**config.mk**
```make
export PLATFORM = sky130hd
export DESIGN_NAME = mux_arb_n
export DESIGN_NICKNAME = d
export VERILOG_FILES = /design/src/rtl/mux_arb_pkg.sv /design/src/rtl/mux_arb_n_rr_pick.sv /design/src/rtl/mux_arb_n.sv
export SDC_FILE = /design/constraint.sdc
export NUM_CORES = 1
export LEC_CHECK = 0
export ABC_AREA = 1
export CELL_PAD_IN_SITES_DETAIL_PLACEMENT = 1
export CELL_PAD_IN_SITES_GLOBAL_PLACEMENT = 2
export CORE_MARGIN = 10
export CORE_UTILIZATION = 21
export DETAILED_ROUTE_END_ITERATION = 10
export PLACE_DENSITY_LB_ADDON = 0.1
export SYNTH_ARGS = -nofsm -noshare
export SYNTH_HDL_FRONTEND = slang
export SYNTH_SLANG_ARGS = --single-unit
```
**constraint.sdc**
```tcl
create_clock -name clk -period 3.69 [get_ports clk]
set_input_delay 0.738 -clock clk [delete_from_list [all_inputs] [get_ports clk]]
set_output_delay 0.738 -clock clk [all_outputs]
set_load 0.005 [all_outputs]
```
**src/rtl/mux_arb_pkg.sv**
```systemverilog
`default_nettype none
// ============================================================================
// Module   : mux_arb_pkg
// Purpose  : Shared constants and helpers for the N-channel registered
//            multiplexer / arbiter (mux_arb_n) and its round-robin picker.
// Contents : MODE_FIXED / MODE_RR mode encodings, idx_w() index-width helper.
// Revision : 1.0  initial release
// ============================================================================
package mux_arb_pkg;

  // Channel-choice mode, driven on the 1-bit mode input.
  localparam logic MODE_FIXED = 1'b0;
  localparam logic MODE_RR    = 1'b1;

  // Width of a channel index. Never smaller than one bit so that a
  // two-channel (or degenerate) configuration still has a usable port.
  function automatic int idx_w(input int n);
    return (n <= 2) ? 1 : $clog2(n);
  endfunction

endpackage
`default_nettype wire

```
**src/rtl/mux_arb_n_rr_pick.sv**
```systemverilog
`default_nettype none
// ============================================================================
// Module   : mux_arb_n_rr_pick
// Purpose  : Combinational round-robin picker. Rotates the request vector so
//            that the pointer channel sits at position 0, then selects the
//            lowest set position, and maps it back to a channel index.
// Ports    : valid     in  NCH   per-channel request
//            ptr       in  SELW  highest-priority channel (always < NCH)
//            gnt_valid out 1     at least one request present
//            gnt       out SELW  granted channel index
// Revision : 1.0  initial release
// ============================================================================
module mux_arb_n_rr_pick #(
  parameter int NCH  = 4,
  parameter int SELW = 2
) (
  input  logic [NCH-1:0]  valid,
  input  logic [SELW-1:0] ptr,
  output logic            gnt_valid,
  output logic [SELW-1:0] gnt
);

  logic [NCH-1:0] rot;

  // (base + off) mod NCH, for base < NCH and off < NCH.
  function automatic int wrap_add(input logic [SELW-1:0] base, input int off);
    int s;
    s = int'(base) + off;
    if (s >= NCH) s = s - NCH;
    return s;
  endfunction

  // rot[k] is the request of the channel k places after ptr.
  always_comb begin
    rot = '0;
    for (int k = 0; k < NCH; k++) begin
      rot[k] = valid[wrap_add(ptr, k)];
    end
  end

  // Priority encode, lowest rotated position wins; scanning downward lets
  // the last hit (the lowest) stick.
  always_comb begin
    gnt_valid = 1'b0;
    gnt       = '0;
    for (int k = NCH - 1; k >= 0; k--) begin
      if (rot[k]) begin
        gnt_valid = 1'b1;
        gnt       = SELW'(wrap_add(ptr, k));
      end
    end
  end

endmodule
`default_nettype wire

```
**src/rtl/mux_arb_n.sv**
```systemverilog
`default_nettype none
// ============================================================================
// Module   : mux_arb_n
// Purpose  : N-channel, W-bit registered multiplexer with valid/ready on each
//            input and a one-entry registered output stage with backpressure.
//            Channel choice is fixed (sel) or round-robin among valid inputs.
// Ports    : clk        in  1      clock, all state on rising edge
//            rst_n      in  1      asynchronous active-low reset
//            mode       in  1      MODE_FIXED (0) / MODE_RR (1)
//            sel        in  SELW   channel used in MODE_FIXED
//            in_valid   in  NCH    per-channel valid
//            in_data    in  NCH*W  channel i at [i*W +: W]
//            in_ready   out NCH    per-channel accept (combinational)
//            out_valid  out 1      output register holds a word
//            out_data   out W      registered word
//            out_ch     out SELW   channel that supplied out_data
//            out_ready  in  1      consumer accept
// Revision : 1.0  initial release
// ============================================================================
module mux_arb_n
  import mux_arb_pkg::*;
#(
  parameter  int NCH  = 4,
  parameter  int W    = 8,
  localparam int SELW = idx_w(NCH)
) (
  input  logic              clk,
  input  logic              rst_n,
  input  logic              mode,
  input  logic [SELW-1:0]   sel,
  input  logic [NCH-1:0]    in_valid,
  input  logic [NCH*W-1:0]  in_data,
  output logic [NCH-1:0]    in_ready,
  output logic              out_valid,
  output logic [W-1:0]      out_data,
  output logic [SELW-1:0]   out_ch,
  input  logic              out_ready
);

  localparam int NEXT = 1 << SELW;   // sel can address this many channels

  logic              load;
  logic [SELW-1:0]   ptr;
  logic              rr_valid;
  logic [SELW-1:0]   rr_gnt;
  logic [NEXT-1:0]   valid_ext;
  logic              fix_valid;
  logic              gnt_valid;
  logic [SELW-1:0]   gnt;
  logic [W-1:0]      gnt_data;
  logic [SELW-1:0]   ptr_next;

  // Output stage is free, or is being drained this very cycle.
  assign load = !out_valid | out_ready;

  mux_arb_n_rr_pick #(
    .NCH  (NCH),
    .SELW (SELW)
  ) u_rr_pick (
    .valid     (in_valid),
    .ptr       (ptr),
    .gnt_valid (rr_valid),
    .gnt       (rr_gnt)
  );

  // Zero-extended valid vector so an out-of-range sel (possible only when
  // NCH is not a power of two) indexes a defined 0 instead of past the end.
  always_comb begin
    valid_ext          = '0;
    valid_ext[NCH-1:0] = in_valid;
  end

  assign fix_valid = (int'(sel) < NCH) && valid_ext[sel];

  assign gnt_valid = (mode == MODE_RR) ? rr_valid : fix_valid;
  assign gnt       = (mode == MODE_RR) ? rr_gnt   : sel;

  // gnt is always < NCH whenever gnt_valid is set; otherwise the word is unused.
  assign gnt_data = in_data[(int'(gnt) % NCH) * W +: W];

  assign ptr_next = (gnt == SELW'(NCH - 1)) ? '0 : gnt + SELW'(1);

  // in_ready is forced low while reset is asserted even though the cleared
  // output stage would otherwise report load.
  generate
    for (genvar i = 0; i < NCH; i++) begin : g_ready
      assign in_ready[i] = rst_n & load & gnt_valid & (gnt == SELW'(i));
    end
  endgenerate

  always_ff @(posedge clk or negedge rst_n) begin
    if (!rst_n) begin
      out_valid <= 1'b0;
      out_data  <= '0;
      out_ch    <= '0;
      ptr       <= '0;
    end else if (load) begin
      if (gnt_valid) begin
        out_valid <= 1'b1;
        out_data  <= gnt_data;
        out_ch    <= gnt;
        if (mode == MODE_RR) ptr <= ptr_next;
      end else begin
        // Drained with nothing to replace it; data and channel keep last value.
        out_valid <= 1'b0;
      end
    end
  end

endmodule
`default_nettype wire
```
==> run_results.csv <==
group,metric,value,unit
yosys,synth_ff_type,"dfrtp_1",
floorplanning,ioPinCount,57,
worst_setup_path,worstPathCellList,"clkdlybuf4s50_1 > inv_1 > o21ai_1 > nand2_1 > nand3_1 > nand2_1 > a21oi_1 > nand2_1 > nor2_1 > clkdlybuf4s50_1",
yosys,synth_cells,192,
power,sw_frac_of_total,45.1,%
power,p_int,0.634,mW
worst_setup_path,crit_required,2.95,ns
yosys,ys_warn_count,0,
worst_setup_path,path_class,"in -> out",
worst_setup_path,cp_top_family,"buffers and inverters",
place,hpwl,3.72,mm
worst_setup_path,reg2reg_depth,12,
power,p_comb_share,65.1,%
sta,post-route-period-util,94.8,%
clock_network,htreeDepth,1,
worst_setup_path,endpoint_kind,"primary output",
grt,grt_max_degree,19,
power,p_leak,0.897,nW
run_status,status,"finished clean",
yosys,yosys.cell_types.count,24,
grt,grt_first_pass_wirelength,7.73,mm
route,ant_nets,0,
power,p_per_area,614,nW/um2
place,io_buffers,56,
worst_setup_path,crit_top_cell,"nand2_1",
route,wl_met2,2.07,mm
yosys,async_flop_share,100,%
power,pwr-share-seq,23.3,%
worst_setup_path,timing.rr.start,"ptr[0]",
yosys,yosys-top-cells-area,"dfrtp_1, nand2_1, nand3_1",
sta,finalMaxSlewViolations,0,
worst_setup_path,cp_data_arrival_time,2.76,ns
floorplanning,coreArea,5470,um2
worst_setup_path,critPathMaxStageDelay,0.51,ns
route,num_vias,1381,
sta,slew_headroom,68.6,%
floorplanning,die_area,8960,um2
worst_setup_path,worstSetupPathDepth,10,
place,gp_congestion,0.792,
worst_setup_path,startpoint,"in_valid[1]",
route,drtIter0Drc,30,
worst_setup_path,worstReg2RegEnd,"out_data[4]",
yosys,synth-edff-count,0,
sta,hold_viol_final,0,
clock_network,numClockSinks,13,
worst_setup_path,start_kind,"primary input",
place,dpl-instance-area,1820,um2
cells_and_area,antennaDiodeCount,0,
clock_network,postCtsHoldBufs,0,
power,peakVddDrop,0.164,mV
route,wl_met3,350,um
worst_setup_path,crit_slowest_cell,"clkdlybuf4s50_1",
sta,skew,0.00531,ns
clock_network,clock_latency,0.25,ns
yosys,synth_top_cell_by_area,"dfrtp_1",
clock_network,clkTransAtPathRegs,0.06,ns
floorplanning,die_w,94.7,um
clock_network,cts_buffers,3,
route,met1_length,2.07,mm
worst_setup_path,worstPathMaxFanout,3,
sta,setup_viol,0,
route,wire_per_inst,13.9,um
floorplanning,start_util,21.4,%
clock_network,post-cts-setup-buffer-count,0,
cells_and_area,utilization,34.4,%
clock_network,clockRootBuffer,"clkbuf_8",
yosys,seq_area_frac_synth,27.8,%
yosys,syn_area,1170,um2
clock_network,tritoncts,"done",
cells_and_area,fin_area,1880,um2
cells_and_area,fin_nets,297,
cells_and_area,syn2layout_area_growth,60.7,%
yosys,ys_ff_latch,13,
clock_network,cts_buffer_depth,2,
yosys,syn_nets,234,
route,highest-signal-layer,"met4",
sta,fmax,0.286,GHz
grt,antenna_found_initial,0,
floorplanning,num_rows,27,
worst_setup_path,crit_end,"in_ready[0]",
min_path,worstHoldPathType,"reg -> reg",
job,drv_cap,0,
power,p_sw,0.521,mW
sta,layout_min_cycle_time,3.50,ns
route,drc_errors,0,
min_path,holdPathStages,2,
sta,tightest_slew,0.470,ns
floorplanning,dieHeight,94.7,um
route,drtPass1Iterations,5,
route,viasPerCell,4.24,
grt,grt_use_total,10.8,%
worst_setup_path,r2r_slack,1.33,ns
power,clockPowerShare,11.6,%
cells_and_area,drive_gt1_share,13.8,%
grt,grt_overflow,0,
worst_setup_path,critPathBufInv,3,
route,wirelength,4.52,mm
grt,grt_pass1_vias,1540,
yosys,yosysTopAreaCellShare,27.8,%
yosys,avgSynthCellArea,6.10,um2
[repair_timing]
| item | in CTS | in global routing |
|---|---|---|
| gates resized for setup | 0 | 4 |
| endpoints found under the hold margin | 0 | 0 |
| endpoints found under the setup margin | 0 | 3 |
[worst min-delay path, stage by stage, from the launching register on]
cell	delay (ns)
dfrtp_1	0.34
nand2_1	0.05
o21ai_0	0.06
[power groups by stage]
stage / sequential [mW] / combinational [mW] / clock (mW)
final: 0.270 / 0.752 / 0.134
after detailed placement: 0.271 / 0.751 / 0
after global routing: 0.282 / 0.864 / 0.145
after CTS: 0.270 / 0.755 / 0.137
after floorplan: 0.256 / 0.473 / 0
after global placement: 0.271 / 0.760 / 0
[worst min path at each step]
stage                   start        end  slack (ns)
global placement    out_ch[0]  out_ch[0]        0.48
detailed placement  out_ch[1]  out_ch[1]        0.48
floorplan               rst_n  out_ch[0]        0.44
CTS                 out_ch[1]  out_ch[1]        0.50
global route        out_ch[1]  out_ch[1]        0.53
finish              out_ch[0]  out_ch[0]        0.49
[cells by family (layout without fill, tap and decap cells)]
logic type	after synthesis	after routing	synth area share (%)
compound gates	10	10	4.38
flops	13	13	27.8
buf+inv	29	91	12.3
simple gates	139	139	54.8
xor+xnor	1	1	0.748
[layer usage]
layer | vias up | global-route usage [%]
met5 | - | 0
met4 | 0 | 3.37
met3 | 2 | 4.12
met2 | 31 | 17.3
met1 | 630 | 12.9
li1 | 718 | -
[cell usage in the layout, fill, tap and decap left out, types with 2 or more instances in the layout]
cell / n
nand2_1: 58
clkdlybuf4s50_1: 56
nor2_1: 31
nand3_1: 24
inv_1: 23
dfrtp_1: 13
nand2_2: 8
or2_2: 8
buf_4: 7
o21ai_1: 3
o21ai_0: 3
clkbuf_8: 3
nand3_4: 2
a21oi_1: 2
nor2_2: 2
nand3b_1: 2
[per-stage QoR]
stage	std cells	hold slack [ns]	total power [mW]	TNS (ns)	worst slack (ns)
after detailed placement	322	0.479	1.02	0	0.132
after global routing	326	0.526	1.29	-0.00873	-0.00873
after global placement	322	0.478	1.03	0	0.0714
after floorplan	192	0.442	0.729	0	1.19
after CTS	326	0.499	1.16	0	0.121
final	326	0.492	1.16	0	0.193
[state kept, by name (all words and copies together) (netlist names)]
signal and flops:
ptr 2, out_data 8, out_valid 1, out_ch 2
[cell usage after synthesis, types with 2 or more instances]
cell	n
nand3_1	24
nand2_1	58
o21ai_0	4
buf_6	2
nand3b_1	2
nor2_1	31
nand3_2	2
o21ai_1	3
a21oi_1	2
or2_2	8
nand2_2	8
inv_1	23
dfrtp_1	13
nor2_2	2
[layout make-up]
cell class / instances / area [um2]
multi-input cells: 150 / 718
fillers: 725 / 3590
inverters: 24 / 90.1
flip-flops and latches: 13 / 325
well taps: 72 / 90.1
repair buffers: 63 / 613
clock buffers: 4 / 45.0
Power figures use the tool's default switching activity.
